**config.mk**
```make
export PLATFORM = sky130hd
export DESIGN_NAME = sc_scbc_ulla_queue_flat
export DESIGN_NICKNAME = d
export VERILOG_FILES = /design/src/rtl/sc_scbc_ulla_queue_if.sv /design/src/rtl/sc_scbc_ulla_queue.sv /design/src/flat_wrapper.sv
export SDC_FILE = /design/constraint.sdc
export NUM_CORES = 1
export LEC_CHECK = 0
export CORE_MARGIN = 3
export CORE_UTILIZATION = 45
export DETAILED_ROUTE_END_ITERATION = 10
export DONT_BUFFER_PORTS = 1
export SYNTH_ARGS = -nofsm -noshare
export SYNTH_HDL_FRONTEND = slang
export SYNTH_SLANG_ARGS = --single-unit
```
**constraint.sdc**
```tcl
create_clock -name ULPICLK -period 7.8 [get_ports ULPICLK]
set_input_delay 0.78 -clock ULPICLK [delete_from_list [all_inputs] [get_ports ULPICLK]]
set_output_delay 0.78 -clock ULPICLK [all_outputs]
set_load 0.03 [all_outputs]
```
**src/rtl/sc_scbc_ulla_queue_if.sv**
```systemverilog
// sc_scbc_ulla_queue_if: SCBC register window plus ULLA low-level access port.
interface sc_scbc_ulla_queue_if #(parameter int ADDR_WIDTH = 32);
    logic                  WENB;
    logic [ADDR_WIDTH-1:0] WADR;
    logic [31:0]           WDAT;
    logic [3:0]            WBEN;
    logic                  RENB;
    logic [ADDR_WIDTH-1:0] RADR;
    logic [31:0]           RDAT;
    logic                  ULLA_ISR;
    logic                  ULLA_REQ;
    logic                  ULLA_ACK;
    logic [7:0]            ULLA_ADDR;
    logic                  ULLA_WR0RD1;
    logic [7:0]            ULLA_WRDATA;
    logic [7:0]            URC_DATA;
    modport slave (
        input  WENB, WADR, WDAT, WBEN, RENB, RADR, ULLA_ACK, URC_DATA,
        output RDAT, ULLA_ISR, ULLA_REQ, ULLA_ADDR, ULLA_WR0RD1, ULLA_WRDATA
    );
    modport master (
        output WENB, WADR, WDAT, WBEN, RENB, RADR, ULLA_ACK, URC_DATA,
        input  RDAT, ULLA_ISR, ULLA_REQ, ULLA_ADDR, ULLA_WR0RD1, ULLA_WRDATA
    );
endinterface

```
**src/rtl/sc_scbc_ulla_queue.sv**
```systemverilog
// sc_scbc_ulla_queue: queued ULPI register access engine with command and read-data FIFOs.
module sc_scbc_ulla_queue #(
    parameter int                    ADDR_WIDTH     = 32,
    parameter int                    DEPTH          = 4,
    parameter int                    TIMEOUT_CYCLES = 1024,
    parameter logic [ADDR_WIDTH-1:0] BASE_ADDR      = 'h40
) (
    input logic                   ULPICLK,
    input logic                   ULPIRST,
    sc_scbc_ulla_queue_if.slave   bus
);
    localparam int PW = $clog2(DEPTH);
    localparam int CW = PW + 1;
    localparam int TW = $clog2(TIMEOUT_CYCLES);
    localparam logic [ADDR_WIDTH-1:0] A_STS  = BASE_ADDR + ADDR_WIDTH'(4);
    localparam logic [ADDR_WIDTH-1:0] A_RDQ  = BASE_ADDR + ADDR_WIDTH'(8);
    localparam logic [ADDR_WIDTH-1:0] A_CTRL = BASE_ADDR + ADDR_WIDTH'(12);
    typedef enum logic [1:0] {IDLE, REQ, GAP} state_t;
    state_t state, state_nx;
    logic [16:0] cmd_q [DEPTH];
    logic [7:0] rd_q [DEPTH];
    logic [PW-1:0] cmd_wp, cmd_rp, rd_wp, rd_rp;
    logic [CW-1:0] cmd_cnt, rd_cnt;
    logic [TW-1:0] tmr;
    logic ovf, tout, done, udf, ien_done, ien_err, busy;
    logic [16:0] head;
    logic [31:0] sts_val, rdat_nx, rdat;
    logic isr, wr0rd1;
    logic [7:0] addr, wrdata;
    logic cmd_wr, sts_wr, ctrl_wr, rdq_rd, flush, push_cmd, pop_cmd, push_rd, pop_rd;
    logic launch, acked, timed_out;
    logic unused_bits;
    assign cmd_wr    = bus.WENB && bus.WADR == BASE_ADDR && &bus.WBEN[2:0];
    assign sts_wr    = bus.WENB && bus.WADR == A_STS && bus.WBEN[2];
    assign ctrl_wr   = bus.WENB && bus.WADR == A_CTRL && bus.WBEN[0];
    assign flush     = ctrl_wr && bus.WDAT[2];
    assign rdq_rd    = bus.RENB && bus.RADR == A_RDQ;
    assign push_cmd  = cmd_wr && !flush && cmd_cnt != CW'(DEPTH);
    // An empty queue lets a fresh CMD write issue on the very next cycle.
    assign head      = cmd_cnt != '0 ? cmd_q[cmd_rp] : bus.WDAT[16:0];
    assign launch    = (cmd_cnt != '0 || push_cmd) && (!head[16] || rd_cnt != CW'(DEPTH));
    assign acked     = state == REQ && bus.ULLA_ACK;
    assign timed_out = state == REQ && !bus.ULLA_ACK && tmr == TW'(TIMEOUT_CYCLES - 1);
    assign pop_cmd   = acked || timed_out;
    assign push_rd   = acked && wr0rd1 && !flush;
    assign pop_rd    = rdq_rd && rd_cnt != '0;
    assign busy      = state != IDLE || cmd_cnt != '0;
    assign sts_val   = {11'b0, udf, done, tout, ovf, busy, 6'b0, 5'(rd_cnt), 5'(cmd_cnt)};
    assign unused_bits = ^{bus.WDAT[31:21], bus.WBEN[3]};
    always_comb begin
        state_nx = flush ? IDLE :
                   state == IDLE ? (launch ? REQ : IDLE) :
                   state == REQ ? (pop_cmd ? GAP : REQ) : IDLE;
        rdat_nx  = bus.RADR == A_STS ? sts_val :
                   bus.RADR == A_RDQ ? (rd_cnt != '0 ? {23'b0, 1'b1, rd_q[rd_rp]} : 32'b0) :
                   bus.RADR == A_CTRL ? {30'b0, ien_err, ien_done} : 32'b0;
    end
    always_ff @(posedge ULPICLK) begin
        if (push_cmd) cmd_q[cmd_wp] <= bus.WDAT[16:0];
        if (push_rd) rd_q[rd_wp] <= bus.URC_DATA;
    end
    always_ff @(posedge ULPICLK or posedge ULPIRST) begin
        if (ULPIRST) begin
            state    <= IDLE;
            cmd_wp   <= '0;
            cmd_rp   <= '0;
            rd_wp    <= '0;
            rd_rp    <= '0;
            cmd_cnt  <= '0;
            rd_cnt   <= '0;
            tmr      <= '0;
            ovf      <= 1'b0;
            tout     <= 1'b0;
            done     <= 1'b0;
            udf      <= 1'b0;
            ien_done <= 1'b0;
            ien_err  <= 1'b0;
            isr      <= 1'b0;
            rdat     <= '0;
            addr     <= '0;
            wrdata   <= '0;
            wr0rd1   <= 1'b0;
        end else begin
            state <= state_nx;
            tmr   <= state == REQ ? tmr + TW'(1) : '0;
            if (state == IDLE && state_nx == REQ) {wr0rd1, wrdata, addr} <= head;
            if (flush) begin
                cmd_wp  <= '0;
                cmd_rp  <= '0;
                rd_wp   <= '0;
                rd_rp   <= '0;
                cmd_cnt <= '0;
                rd_cnt  <= '0;
            end else begin
                cmd_wp  <= cmd_wp + PW'(push_cmd);
                cmd_rp  <= cmd_rp + PW'(pop_cmd);
                rd_wp   <= rd_wp + PW'(push_rd);
                rd_rp   <= rd_rp + PW'(pop_rd);
                cmd_cnt <= cmd_cnt + CW'(push_cmd) - CW'(pop_cmd);
                rd_cnt  <= rd_cnt + CW'(push_rd) - CW'(pop_rd);
            end
            // Hardware sets take priority over a simultaneous W1C clear.
            ovf  <= (ovf  & ~(sts_wr & bus.WDAT[17])) | (cmd_wr && cmd_cnt == CW'(DEPTH));
            tout <= (tout & ~(sts_wr & bus.WDAT[18])) | (timed_out && !flush);
            done <= (done & ~(sts_wr & bus.WDAT[19])) | (acked && !flush);
            udf  <= (udf  & ~(sts_wr & bus.WDAT[20])) | (rdq_rd && rd_cnt == '0);
            if (ctrl_wr) {ien_err, ien_done} <= bus.WDAT[1:0];
            isr <= (done & ien_done) | ((ovf | tout | udf) & ien_err);
            if (bus.RENB) rdat <= rdat_nx;
        end
    end
    assign bus.RDAT        = rdat;
    assign bus.ULLA_ISR    = isr;
    assign bus.ULLA_REQ    = state == REQ;
    assign bus.ULLA_ADDR   = addr;
    assign bus.ULLA_WRDATA = wrdata;
    assign bus.ULLA_WR0RD1 = wr0rd1;
endmodule

```
**src/flat_wrapper.sv**
```systemverilog
// flat-port wrapper written by rule: the top's interface ports become plain ports
module sc_scbc_ulla_queue_flat 
#(
    parameter int                    ADDR_WIDTH     = 32,
    parameter int                    DEPTH          = 4,
    parameter int                    TIMEOUT_CYCLES = 1024,
    parameter logic [ADDR_WIDTH-1:0] BASE_ADDR      = 'h40
)
  (ULPICLK, ULPIRST, bus_WENB, bus_WADR, bus_WDAT, bus_WBEN, bus_RENB, bus_RADR, bus_ULLA_ACK, bus_URC_DATA, bus_RDAT, bus_ULLA_ISR, bus_ULLA_REQ, bus_ULLA_ADDR, bus_ULLA_WR0RD1, bus_ULLA_WRDATA);
  sc_scbc_ulla_queue_if #(.ADDR_WIDTH(ADDR_WIDTH)) bus_i ();
  input logic ULPICLK;
  input logic ULPIRST;
  input wire logic [$bits(bus_i.WENB)-1:0] bus_WENB;
  input wire logic [$bits(bus_i.WADR)-1:0] bus_WADR;
  input wire logic [$bits(bus_i.WDAT)-1:0] bus_WDAT;
  input wire logic [$bits(bus_i.WBEN)-1:0] bus_WBEN;
  input wire logic [$bits(bus_i.RENB)-1:0] bus_RENB;
  input wire logic [$bits(bus_i.RADR)-1:0] bus_RADR;
  input wire logic [$bits(bus_i.ULLA_ACK)-1:0] bus_ULLA_ACK;
  input wire logic [$bits(bus_i.URC_DATA)-1:0] bus_URC_DATA;
  output wire logic [$bits(bus_i.RDAT)-1:0] bus_RDAT;
  output wire logic [$bits(bus_i.ULLA_ISR)-1:0] bus_ULLA_ISR;
  output wire logic [$bits(bus_i.ULLA_REQ)-1:0] bus_ULLA_REQ;
  output wire logic [$bits(bus_i.ULLA_ADDR)-1:0] bus_ULLA_ADDR;
  output wire logic [$bits(bus_i.ULLA_WR0RD1)-1:0] bus_ULLA_WR0RD1;
  output wire logic [$bits(bus_i.ULLA_WRDATA)-1:0] bus_ULLA_WRDATA;
  assign bus_i.WENB = bus_WENB;
  assign bus_i.WADR = bus_WADR;
  assign bus_i.WDAT = bus_WDAT;
  assign bus_i.WBEN = bus_WBEN;
  assign bus_i.RENB = bus_RENB;
  assign bus_i.RADR = bus_RADR;
  assign bus_i.ULLA_ACK = bus_ULLA_ACK;
  assign bus_i.URC_DATA = bus_URC_DATA;
  assign bus_RDAT = bus_i.RDAT;
  assign bus_ULLA_ISR = bus_i.ULLA_ISR;
  assign bus_ULLA_REQ = bus_i.ULLA_REQ;
  assign bus_ULLA_ADDR = bus_i.ULLA_ADDR;
  assign bus_ULLA_WR0RD1 = bus_i.ULLA_WR0RD1;
  assign bus_ULLA_WRDATA = bus_i.ULLA_WRDATA;
  sc_scbc_ulla_queue #(.ADDR_WIDTH(ADDR_WIDTH), .DEPTH(DEPTH), .TIMEOUT_CYCLES(TIMEOUT_CYCLES), .BASE_ADDR(BASE_ADDR)) u_core (.ULPICLK(ULPICLK), .ULPIRST(ULPIRST), .bus(bus_i));
endmodule
```
==> qor.json, run 1 <==
{
  "status": {"value": "completed"},
  "fin_nets": {"value": 597},
  "routed_wire_length_per_instance": {"value": 20.0, "unit": "um"},
  "cts-root-buf": {"value": "sky130_fd_sc_hd__clkbuf_16"},
  "period_share": {"value": 40.3, "unit": "%"},
  "clock_latency": {"value": 0.42, "unit": "ns"},
  "worstHoldPathType": {"value": "in -> reg"},
  "cts_setup_buffers": {"value": 0},
  "synth_async_sr_flop_share": {"value": 39.0, "unit": "%"},
  "port_buffers": {"value": 0},
  "final_hold_viol_count": {"value": 0},
  "post_layout_minimum_cycle_time": {"value": 3.14, "unit": "ns"},
  "synth.ff_latch_count": {"value": 164},
  "post-place-ws": {"value": 4.50, "unit": "ns"},
  "highest_delay_cell_along_the_critical_path": {"value": "sky130_fd_sc_hd__nor4_1"},
  "synthDistinctLibCells": {"value": 48},
  "worst-setup-path-type": {"value": "reg -> reg"},
  "synth.top_cells.by_area": {"value": "sky130_fd_sc_hd__edfxtp_1 42%, sky130_fd_sc_hd__dfrtp_1 23%, sky130_fd_sc_hd__mux4_2 6.4%"},
  "synth_largest_type_area_fraction": {"value": 42.4, "unit": "%"},
  "synth_compound_area_share": {"value": 4.10, "unit": "%"},
  "globalRouteTotalUtil": {"value": 16.7, "unit": "%"},
  "cts_tree": {"value": "done"},
  "tightest_slew": {"value": 0.959, "unit": "ns"},
  "totalNegativeSetupSlack": {"value": 0, "unit": "ns"},
  "core_region_area": {"value": 15300, "unit": "sq um"},
  "worst_ir_drop_vdd": {"value": 0.197, "unit": "mV"},
  "route.detailed.drc": {"value": 0},
  "setup.worst_path.start_class": {"value": "register"},
  "ys_top_cells_by_count": {"value": "100 x sky130_fd_sc_hd__edfxtp_1, 64 x sky130_fd_sc_hd__dfrtp_1, 33 x sky130_fd_sc_hd__inv_1"},
  "globalRouteOverflowTotal": {"value": 0},
  "detail_route.first_pass.iterations": {"value": 4},
  "synth_enable_flop_cells": {"value": 100},
  "vias_per_cell": {"value": 5.42},
  "worstSetupEndpointType": {"value": "register"},
  "grt_antenna_before_repair": {"value": 0},
  "post_synth_instance_area": {"value": 7080, "unit": "sq um"},
  "grt_start_max_net_pins": {"value": 65},
  "largest_family_of_logic_cells_by_synthesized_area": {"value": "multiplexers"},
  "worstPathMaxFanout": {"value": 5},
  "clockBufferDepth": {"value": 2},
  "cp.required": {"value": 8.10, "unit": "ns"},
  "critical_path_cell_list": {"value": "nand4_1, or3_1, nor4_1, a21o_1, ha_1, inv_1, ha_1, inv_1, fa_1, xor2_1, xnor2_1, nor2_1"},
  "fmax": {"value": 318, "unit": "MHz"},
  "die_height": {"value": 131, "unit": "um"},
  "post_synth_and_or_nand_nor_area_fraction": {"value": 8.29, "unit": "%"},
  "design_area": {"value": 7930, "unit": "sq um"},
  "relSlewSlack": {"value": 36.1, "unit": "%"},
  "initial_util": {"value": 46.2, "unit": "%"},
  "power_leakage": {"value": 2.96, "unit": "nW"},
  "synthXorXnorAreaFrac": {"value": 1.48, "unit": "%"},
  "synth.yosys.warnings": {"value": 0},
  "final_worst_setup_slack": {"value": 4.66, "unit": "ns"},
  "floorplan.io_pins": {"value": 164},
  "antenna_cells_inserted": {"value": 0},
  "final_core_utilization": {"value": 51.7, "unit": "%"},
  "cts_buffers": {"value": 17},
  "grt_setup_unrepaired": {"value": "false"},
  "grt_pass1_vias": {"value": 3942},
  "final-max-slew-violation-count": {"value": 0},
  "cts_resized": {"value": 0},
  "cts_hold_buffers_added": {"value": 0},
  "drive_gt1_share": {"value": 21.4, "unit": "%"},
  "post-synth-top-count-cell": {"value": "sky130_fd_sc_hd__edfxtp_1"},
  "synth_flop_cell": {"value": "sky130_fd_sc_hd__edfxtp_1"},
  "first_iter_violations": {"value": 206},
  "synth_largest_area_cell": {"value": "sky130_fd_sc_hd__edfxtp_1"},
  "arrival": {"value": 3.44, "unit": "ns"},
  "routed_wirelength": {"value": 14.0, "unit": "mm"},
  "synth.mux.area_fraction": {"value": 14.3, "unit": "%"},
  "dr_total_vias": {"value": 3775},
  "grt_pass1_wl": {"value": 22.1, "unit": "mm"},
  "synth_area_per_inst": {"value": 15.5, "unit": "sq um"},
  "rows": {"value": 45},
  "skew": {"value": 0.00655, "unit": "ns"},
  "cellPowerDensity": {"value": 333, "unit": "nW/um^2"},
  "die_area": {"value": 17300, "unit": "sq um"},
  "dp.final_hpwl": {"value": 9.21, "unit": "mm"},
  "die_x": {"value": 131, "unit": "um"},
  "post_synth_inst_count": {"value": 456},
  "ys_seq_area_share": {"value": 65.0, "unit": "%"},
  "postPlaceCellArea": {"value": 7320, "unit": "sq um"},
  "cts_sinks": {"value": 164},
  "max_cap_viol_count": {"value": 0},
  "finalSetupViolations": {"value": 0},
  "drt.antenna.violating_nets": {"value": 0},
  "synth_fa_ha_area_share": {"value": 2.16, "unit": "%"},
  "area_delta_synth_final": {"value": 11.9, "unit": "%"},
  "ctsHtreeMaxLevel": {"value": 4},
  "worst_setup_hold_path_clk_slew": {"value": 0.06, "unit": "ns"},
  "routabilityCongestion": {"value": 0.777},
  "critical_path.max_stage_delay": {"value": 0.62, "unit": "ns"}
}
[layer usage]
layer | vias up | wire [um] | track usage (%)
met2 | 127 | 7000 | 27.0
met4 | 0 | 119 | 4.55
met1 | 1910 | 6030 | 22.1
met5 | - | 0 | 0
met3 | 9 | 803 | 5.32
li1 | 1729 | - | -
[logic make-up after synthesis]
family / count (synthesis)
muxes: 60
xor gates and xnor gates: 12
DFF: 164
AOI/OAI and AO/OA: 40
adders and majority gates: 11
and+or+nand+nor: 104
buffers and inverters: 64
other: 1
[registers in the layout, indices dropped and copies added (netlist names), 2 cells and up]
register	flops
u_core.rd_q	32
u_core.cmd_rp	2
u_core.tmr	10
u_core.state	2
u_core.cmd_cnt	3
u_core.cmd_wp	2
u_core.rd_rp	2
u_core.bus.ULLA_ADDR	8
u_core.rd_cnt	3
u_core.cmd_q	68
u_core.bus.ULLA_WRDATA	8
u_core.bus.RDAT	14
u_core.rd_wp	2
[path summary, 6_finish.rpt]
check                      slack [ns]                                   to  cells after the start                     from
min in group asynchronous        0.49  u_core.bus.ULLA_ADDR[7]$_DFFE_PP0P_                      2                  ULPIRST
min                              0.45         u_core.cmd_q[2][9]$_DFFE_PP_                      0              bus_WDAT[9]
max                              4.66          u_core.cmd_cnt[2]$_DFF_PP0_                     12  u_core.tmr[3]$_DFF_PP0_
max reg2reg                      4.66          u_core.cmd_cnt[2]$_DFF_PP0_                     12  u_core.tmr[3]$_DFF_PP0_
max in group asynchronous        6.73                 u_core.ovf$_DFF_PP0_                      2                  ULPIRST
min reg2reg                      0.47              u_core.tmr[0]$_DFF_PP0_                      1  u_core.tmr[0]$_DFF_PP0_
[cells in the final DEF, fill, tap and decap left out, drive strengths merged, types with 9 or more instances in the layout]
cell type    n
mux2        35
or3         11
mux4        25
clkbuf      21
o21ai       13
inv         36
nor2        17
nand2       15
ha           9
buf         12
nor4        16
conb        18
edfxtp     100
dfrtp       64
xnor2        9
[where the power goes]
group          internal (mW)  leakage [nW]  total (mW)  switching (mW)
logic                  0.323         0.947       0.569           0.246
clock network          0.523         0.290       0.856           0.333
registers               1.02          1.72        1.21           0.191
[worst max-delay path, delay by kind of cell, from the launching register on]
kind / cells / cell delay [ns]
adder cells (fa/ha/maj): 3 / 0.74
AND/OR/NAND/NOR: 4 / 1.22
AO/OA/AOI/OAI: 1 / 0.21
XOR/XNOR: 2 / 0.33
buffers and inverters: 2 / 0.10
flip-flops: 1 / 0.43
[area by class of cell]
cell class,instances,area (sq um)
Timing Repair Buffer,12,90.1
Clock buffer,21,460
Inverter,33,124
Multi-Input combinational cell,245,2230
Tap cell,211,264
Sequential cell,164,4600
Fill cell,1290,7390
Clock inverter,11,149
[through the flow]
step	instances	hold WS, ns	power, mW
detailed placement	665	0.466	1.81
CTS	697	0.436	2.67
global placement	665	0.445	1.80
finish	697	0.453	2.64
global route	697	0.422	2.78
floorplan	473	0.433	1.69
(Power assumes the default switching activity.)
==> run 2: changes to the inputs <==
==> constraint.sdc (replaced) <==
create_clock -name ULPICLK -period 3 [get_ports ULPICLK]
set_input_delay 0.3 -clock ULPICLK [delete_from_list [all_inputs] [get_ports ULPICLK]]
set_output_delay 0.3 -clock ULPICLK [all_outputs]
set_load 0.03 [all_outputs]
==> qor.json, run 2 (synthesis gave the netlist of run 1 again) <==
{
  "globalRouteTotalUtil": {"value": 17.3, "unit": "%"},
  "arrival": {"value": 3.12, "unit": "ns"},
  "skew": {"value": 0.0100, "unit": "ns"},
  "dp.final_hpwl": {"value": 9.65, "unit": "mm"},
  "core_region_area": {"value": 15300, "unit": "sq um"},
  "critPathLaunch": {"value": "u_core.tmr[3]$_DFF_PP0_"},
  "met2_length": {"value": 7.11, "unit": "mm"},
  "fin_nets": {"value": 635},
  "critical_path_cell_list": {"value": "nand4_1, or3_4, nor4_4, a21o_1, ha_1, inv_1, ha_1, inv_1, fa_1, xor2_1, xnor2_1, nor2_1"},
  "wl_met1": {"value": 6.13, "unit": "mm"},
  "cellPowerDensity": {"value": 813, "unit": "nW/um^2"},
  "largest_register_ffs": {"value": 68},
  "postPlaceCellArea": {"value": 7400, "unit": "sq um"},
  "cp-endpoint": {"value": "u_core.cmd_cnt[2]$_DFF_PP0_"},
  "final-max-slew-violation-count": {"value": 0},
  "clockBufferDepth": {"value": 2},
  "num-fill-cells": {"value": 1266},
  "clock_latency": {"value": 0.42, "unit": "ns"},
  "tightest_slew": {"value": 0.698, "unit": "ns"},
  "worst-r2r-setup-slack": {"value": 0.18, "unit": "ns"},
  "post-place-ws": {"value": 0.113, "unit": "ns"},
  "worst_ir_drop_vdd": {"value": 0.485, "unit": "mV"},
  "area_of_the_multi_input_gates": {"value": 2250, "unit": "sq um"},
  "first_iter_violations": {"value": 239},
  "final-seq-area": {"value": 4600, "unit": "sq um"},
  "top_layer_used_by_detailed_routing": {"value": "met4"},
  "drive_gt1_share": {"value": 22.1, "unit": "%"},
  "floorplan.io_pins": {"value": 164},
  "globalRouteOverflowTotal": {"value": 0},
  "detail_route.first_pass.iterations": {"value": 4},
  "cts-root-buf": {"value": "sky130_fd_sc_hd__clkbuf_16"},
  "period_share": {"value": 94.0, "unit": "%"},
  "layout.cells.most_common": {"value": "sky130_fd_sc_hd__edfxtp_1"},
  "post_layout_minimum_cycle_time": {"value": 2.82, "unit": "ns"},
  "route.detailed.drc": {"value": 0},
  "fmax": {"value": 355, "unit": "MHz"},
  "reg2reg_to": {"value": "u_core.cmd_cnt[2]$_DFF_PP0_"},
  "cts_sinks": {"value": 164},
  "final_worst_setup_slack": {"value": 0.181, "unit": "ns"},
  "antenna_cells_inserted": {"value": 0},
  "routabilityCongestion": {"value": 0.754},
  "vias_per_cell": {"value": 5.33},
  "worst_setup_hold_path_clk_slew": {"value": 0.06, "unit": "ns"},
  "worstHoldPathType": {"value": "in -> reg"},
  "dr_wl_met3": {"value": 739, "unit": "um"},
  "final_core_utilization": {"value": 53.8, "unit": "%"},
  "die_area": {"value": 17300, "unit": "sq um"},
  "max_cap_viol_count": {"value": 0},
  "grt_pass1_wl": {"value": 23.2, "unit": "mm"},
  "cts_tree": {"value": "done"},
  "grt_pass1_vias": {"value": 4304},
  "power_leakage": {"value": 3.11, "unit": "nW"},
  "rows": {"value": 45},
  "die_x": {"value": 131, "unit": "um"},
  "routed_wirelength": {"value": 14.2, "unit": "mm"},
  "mostFrequentLayoutCells": {"value": "100 x sky130_fd_sc_hd__edfxtp_1, 64 x sky130_fd_sc_hd__dfrtp_1, 32 x sky130_fd_sc_hd__inv_1, 28 x sky130_fd_sc_hd__dlygate4sd3_1, 25 x sky130_fd_sc_hd__mux2_2"},
  "totalNegativeSetupSlack": {"value": 0, "unit": "ns"},
  "worstPathMaxFanout": {"value": 5},
  "port_buffers": {"value": 0},
  "drt.antenna.violating_nets": {"value": 0},
  "cp.required": {"value": 3.30, "unit": "ns"},
  "design_area": {"value": 8240, "unit": "sq um"},
  "cts_buffers": {"value": 17},
  "finalSetupViolations": {"value": 0},
  "top_register": {"value": "u_core.cmd_q"},
  "ctsHtreeMaxLevel": {"value": 4},
  "setup.worst_path.start_class": {"value": "register"},
  "worst-setup-path-type": {"value": "reg -> reg"},
  "highest_delay_cell_along_the_critical_path": {"value": "sky130_fd_sc_hd__dfrtp_1"},
  "relSlewSlack": {"value": 53.4, "unit": "%"},
  "initial_util": {"value": 46.2, "unit": "%"},
  "grt_start_max_net_pins": {"value": 33},
  "dr_total_vias": {"value": 3916},
  "grt_setup_unrepaired": {"value": "false"},
  "critical_path.max_stage_delay": {"value": 0.42, "unit": "ns"},
  "r2r_cells": {"value": 12},
  "routed_wire_length_per_instance": {"value": 19.4, "unit": "um"},
  "area_delta_synth_final": {"value": 16.3, "unit": "%"},
  "status": {"value": "completed"},
  "grt_antenna_before_repair": {"value": 0},
  "die_height": {"value": 131, "unit": "um"},
  "regToRegStartpoint": {"value": "u_core.tmr[3]$_DFF_PP0_"},
  "final_hold_viol_count": {"value": 0},
  "worstSetupEndpointType": {"value": "register"}
}
[run 2: metal layers]
layer | track usage (%) | vias up
met5 | 0 | -
met4 | 6.65 | 0
met3 | 4.63 | 17
met2 | 28.4 | 121
met1 | 22.2 | 1972
li1 | - | 1806
[run 2: repair_timing]
item | in CTS | in global routing
hold endpoints to repair | 132 | 0
setup endpoints to repair | 0 | 1
resized for setup | 0 | 3
hold buffers | 28 | 0
buffers inserted | 0 | 0
[run 2: worst max-delay path: cells and delay by family (launching register included)]
kind | cells | cell delay (ns)
AND/OR/NAND/NOR | 4 | 0.91
adder cells (fa/ha/maj) | 3 | 0.76
flip-flops | 1 | 0.42
XOR/XNOR | 2 | 0.31
AO/OA/AOI/OAI | 1 | 0.20
buffers and inverters | 2 | 0.11
[run 2: power by group]
| group | leakage, nW | total [mW] | switching [mW] | internal (mW) |
|---|---|---|---|---|
| Clock | 0.255 | 1.96 | 0.891 | 1.07 |
| Sequential | 1.72 | 3.11 | 0.453 | 2.66 |
| Combinational | 1.13 | 1.63 | 0.715 | 0.914 |
| Total | 3.11 | 6.69 | 2.06 | 4.64 |
[run 2: how the worst min path moves through the flow]
stage	cells after the start	start	to
2_1_floorplan	1	bus_RADR[2]	u_core.udf$_DFF_PP0_
3_3_place_gp	1	ULPIRST	u_core.bus.ULLA_ADDR[1]$_DFFE_PP0P_
3_5_place_dp	1	ULPIRST	u_core.cmd_wp[1]$_DFF_PP0_
4_1_cts	1	bus_WDAT[0]	u_core.ien_done$_DFFE_PP0N_
5_1_grt	1	bus_RENB	u_core.bus.RDAT[2]$_DFFE_PP0P_
6_report	2	bus_RENB	u_core.bus.RDAT[1]$_DFFE_PP0P_
[run 2: cell type report]
cell class	count	share of cell area (%)
Sequential cell	164	55.9
Multi-Input combinational cell	245	27.4
Timing Repair Buffer	50	5.56
Clock buffer	18	5.21
Tap cell	211	3.21
Inverter	33	1.50
Clock inverter	14	1.26
[run 2: stage by stage]
stage	total power [mW]	instances	hold slack, ns
after floorplan	4.40	473	0.396
after global placement	4.72	675	0.332
after detailed placement	4.77	675	0.347
after CTS	6.79	735	0.0130
after global routing	7.04	735	0.0166
final	6.69	735	0.0353
==> run 3: changes to the inputs <==
--- a/config.mk
+++ b/config.mk
@@ -6,7 +6,7 @@
 export NUM_CORES = 1
 export LEC_CHECK = 0
 export CORE_MARGIN = 3
-export CORE_UTILIZATION = 45
+export CORE_UTILIZATION = 50
 export DETAILED_ROUTE_END_ITERATION = 10
 export DONT_BUFFER_PORTS = 1
 export SYNTH_ARGS = -nofsm -noshare
==> qor.json, run 3 (synthesis gave the netlist of run 1 again) <==
{
  "cts_sinks": {"value": 164},
  "cp.required": {"value": 3.31, "unit": "ns"},
  "globalRouteOverflowTotal": {"value": 0},
  "postPlaceCellArea": {"value": 7330, "unit": "sq um"},
  "antenna_cells_inserted": {"value": 0},
  "power_leakage": {"value": 3.15, "unit": "nW"},
  "worstSetupEndpointType": {"value": "register"},
  "cp_num_buf_inv": {"value": 2},
  "cts-root-buf": {"value": "sky130_fd_sc_hd__clkbuf_16"},
  "arrival": {"value": 3.09, "unit": "ns"},
  "core_region_area": {"value": 13600, "unit": "sq um"},
  "grt_pass1_vias": {"value": 4311},
  "globalRouteTotalUtil": {"value": 19.1, "unit": "%"},
  "worst-setup-path-type": {"value": "reg -> reg"},
  "grt_pass1_wl": {"value": 22.9, "unit": "mm"},
  "critical_path.max_stage_delay": {"value": 0.41, "unit": "ns"},
  "area_delta_synth_final": {"value": 17.2, "unit": "%"},
  "vias_per_cell": {"value": 5.69},
  "routed_wire_length_per_instance": {"value": 20.7, "unit": "um"},
  "die_x": {"value": 125, "unit": "um"},
  "die_area": {"value": 15600, "unit": "sq um"},
  "clockBufferDepth": {"value": 2},
  "finalSetupViolations": {"value": 0},
  "fin_hold_ws": {"value": 0.0116, "unit": "ns"},
  "fmax": {"value": 360, "unit": "MHz"},
  "largest_register_ffs": {"value": 68},
  "worstHoldPathType": {"value": "in -> async"},
  "grt_setup_unrepaired": {"value": "false"},
  "floorplan.io_pins": {"value": 164},
  "placedCellCount": {"value": 636},
  "worst_ir_drop_vdd": {"value": 0.455, "unit": "mV"},
  "detail_route.first_pass.iterations": {"value": 5},
  "grt_antenna_before_repair": {"value": 0},
  "cellPowerDensity": {"value": 865, "unit": "nW/um^2"},
  "max_cap_viol_count": {"value": 0},
  "period_share": {"value": 92.7, "unit": "%"},
  "final-max-slew-violation-count": {"value": 0},
  "critPathTopFamily": {"value": "simple AND/OR/NAND/NOR gates"},
  "grt_start_max_net_pins": {"value": 65},
  "status": {"value": "completed"},
  "worst_setup_hold_path_clk_slew": {"value": 0.07, "unit": "ns"},
  "rows": {"value": 42},
  "critical_path_cell_list": {"value": "nand4_1, or3_4, nor4_4, a21o_1, ha_1, inv_1, ha_1, inv_1, fa_1, xor2_1, xnor2_1, nor2_1"},
  "ctsHtreeMaxLevel": {"value": 4},
  "routed_wirelength": {"value": 14.4, "unit": "mm"},
  "relSlewSlack": {"value": 42.8, "unit": "%"},
  "mostFrequentLayoutCells": {"value": "100 x sky130_fd_sc_hd__edfxtp_1, 64 x sky130_fd_sc_hd__dfrtp_1, 32 x sky130_fd_sc_hd__inv_1, 27 x sky130_fd_sc_hd__dlygate4sd3_1, 25 x sky130_fd_sc_hd__mux2_2"},
  "initial_util": {"value": 52.2, "unit": "%"},
  "tightest_slew": {"value": 0.858, "unit": "ns"},
  "top_register": {"value": "u_core.cmd_q"},
  "setup.worst_path.start_class": {"value": "register"},
  "routabilityCongestion": {"value": 0.794},
  "totalNegativeSetupSlack": {"value": 0, "unit": "ns"},
  "dp.final_hpwl": {"value": 9.33, "unit": "mm"},
  "fin_nets": {"value": 632},
  "route.detailed.drc": {"value": 0},
  "layout.cells.non_filler": {"value": 697},
  "skew": {"value": 0.0102, "unit": "ns"},
  "design_area": {"value": 8300, "unit": "sq um"},
  "die_height": {"value": 125, "unit": "um"},
  "cts_tree": {"value": "done"},
  "post_layout_minimum_cycle_time": {"value": 2.78, "unit": "ns"},
  "highest_delay_cell_along_the_critical_path": {"value": "sky130_fd_sc_hd__dfrtp_1"},
  "clock_latency": {"value": 0.43, "unit": "ns"},
  "drive_gt1_share": {"value": 21.7, "unit": "%"},
  "cts_buffers": {"value": 17},
  "dr_total_vias": {"value": 3964},
  "final_hold_viol_count": {"value": 0},
  "first_iter_violations": {"value": 255},
  "worstPathMaxFanout": {"value": 5},
  "fin_total_pwr": {"value": 7.17, "unit": "mW"},
  "layout.cells.most_common": {"value": "sky130_fd_sc_hd__edfxtp_1"},
  "drt.antenna.violating_nets": {"value": 0},
  "port_buffers": {"value": 0}
}
## run 3: changes by cell type in the layout (fill, tap and decap cells not counted)
cell | previous run | this run
sky130_fd_sc_hd__clkbuf_1 | 1 | 2
sky130_fd_sc_hd__clkinvlp_2 | 1 | 0
sky130_fd_sc_hd__inv_6 | 5 | 1
sky130_fd_sc_hd__dlygate4sd3_1 | 28 | 27
sky130_fd_sc_hd__clkinv_4 | 3 | 1
sky130_fd_sc_hd__clkinvlp_4 | 2 | 3
sky130_fd_sc_hd__buf_4 | 21 | 19
sky130_fd_sc_hd__bufinv_16 | 0 | 6
sky130_fd_sc_hd__clkinv_2 | 2 | 1
## run 3: area by class of cell
type / instances / area (sq um)
inverter: 33 / 124
sequential: 164 / 4600
tap: 176 / 220
clock inverter: 13 / 229
fill: 1022 / 5260
timing repair buffer: 47 / 433
clock buffer: 19 / 433
multi-input combinational: 245 / 2250
## run 3: per-layer routing
metal / global-route usage [%] / part of all wire, % / vias to the layer above
li1: - / - / 1793
met1: 23.4 / 41 / 1999
met2: 32.0 / 51 / 155
met3: 6.95 / 7.0 / 17
met4: 6.06 / 1.3 / 0
met5: 0 / 0 / -
## run 3: per-stage QoR
stage | util (%) | setup slack, ns
floorplan | - | 0.0721
global placement | 54.1 | 0.227
detailed placement | 54.1 | 0.136
CTS | 60.9 | 0.0945
global route | 61.2 | 0.0269
finish | 61.2 | 0.220
## run 3: repair_timing
item	in CTS	in global routing
setup buffers	0	2
hold buffers	27	0
setup endpoints to repair	0	1
hold endpoints to repair	102	0
gates resized for setup	0	3
## run 3: power breakdown
group	leakage [nW]	switching [mW]	internal, mW
registers	1.72	0.454	2.66
clock network	0.311	0.873	1.56
logic	1.12	0.718	0.913
total	3.15	2.05	5.13
## run 3: worst paths after layout
| check | startpoint | to | slack [ns] | cells after the start |
|---|---|---|---|---|
| worst max register to register | u_core.tmr[3]$_DFF_PP0_ | u_core.cmd_cnt[2]$_DFF_PP0_ | 0.22 | 12 |
| worst min register to register | u_core.tmr[0]$_DFF_PP0_ | u_core.tmr[0]$_DFF_PP0_ | 0.46 | 1 |
| min in group ULPICLK | bus_WDAT[0] | u_core.ien_done$_DFFE_PP0N_ | 0.03 | 1 |
| max in group asynchronous | ULPIRST | u_core.bus.ULLA_WRDATA[4]$_DFFE_PP0P_ | 2.43 | 2 |
| worst min-delay path | ULPIRST | u_core.tmr[6]$_DFF_PP0_ | 0.01 | 2 |
| worst max-delay path | u_core.tmr[3]$_DFF_PP0_ | u_core.cmd_cnt[2]$_DFF_PP0_ | 0.22 | 12 |
## run 3: worst register-to-register path: stages, from the launching register on
cell and delay (ns):
sky130_fd_sc_hd__dfrtp_1 0.41, sky130_fd_sc_hd__nand4_1 0.20, sky130_fd_sc_hd__or3_4 0.41, sky130_fd_sc_hd__nor4_4 0.25
sky130_fd_sc_hd__a21o_1 0.18, sky130_fd_sc_hd__ha_1 0.24, sky130_fd_sc_hd__inv_1 0.05, sky130_fd_sc_hd__ha_1 0.12
sky130_fd_sc_hd__inv_1 0.04, sky130_fd_sc_hd__fa_1 0.37, sky130_fd_sc_hd__xor2_1 0.18, sky130_fd_sc_hd__xnor2_1 0.14
sky130_fd_sc_hd__nor2_1 0.05
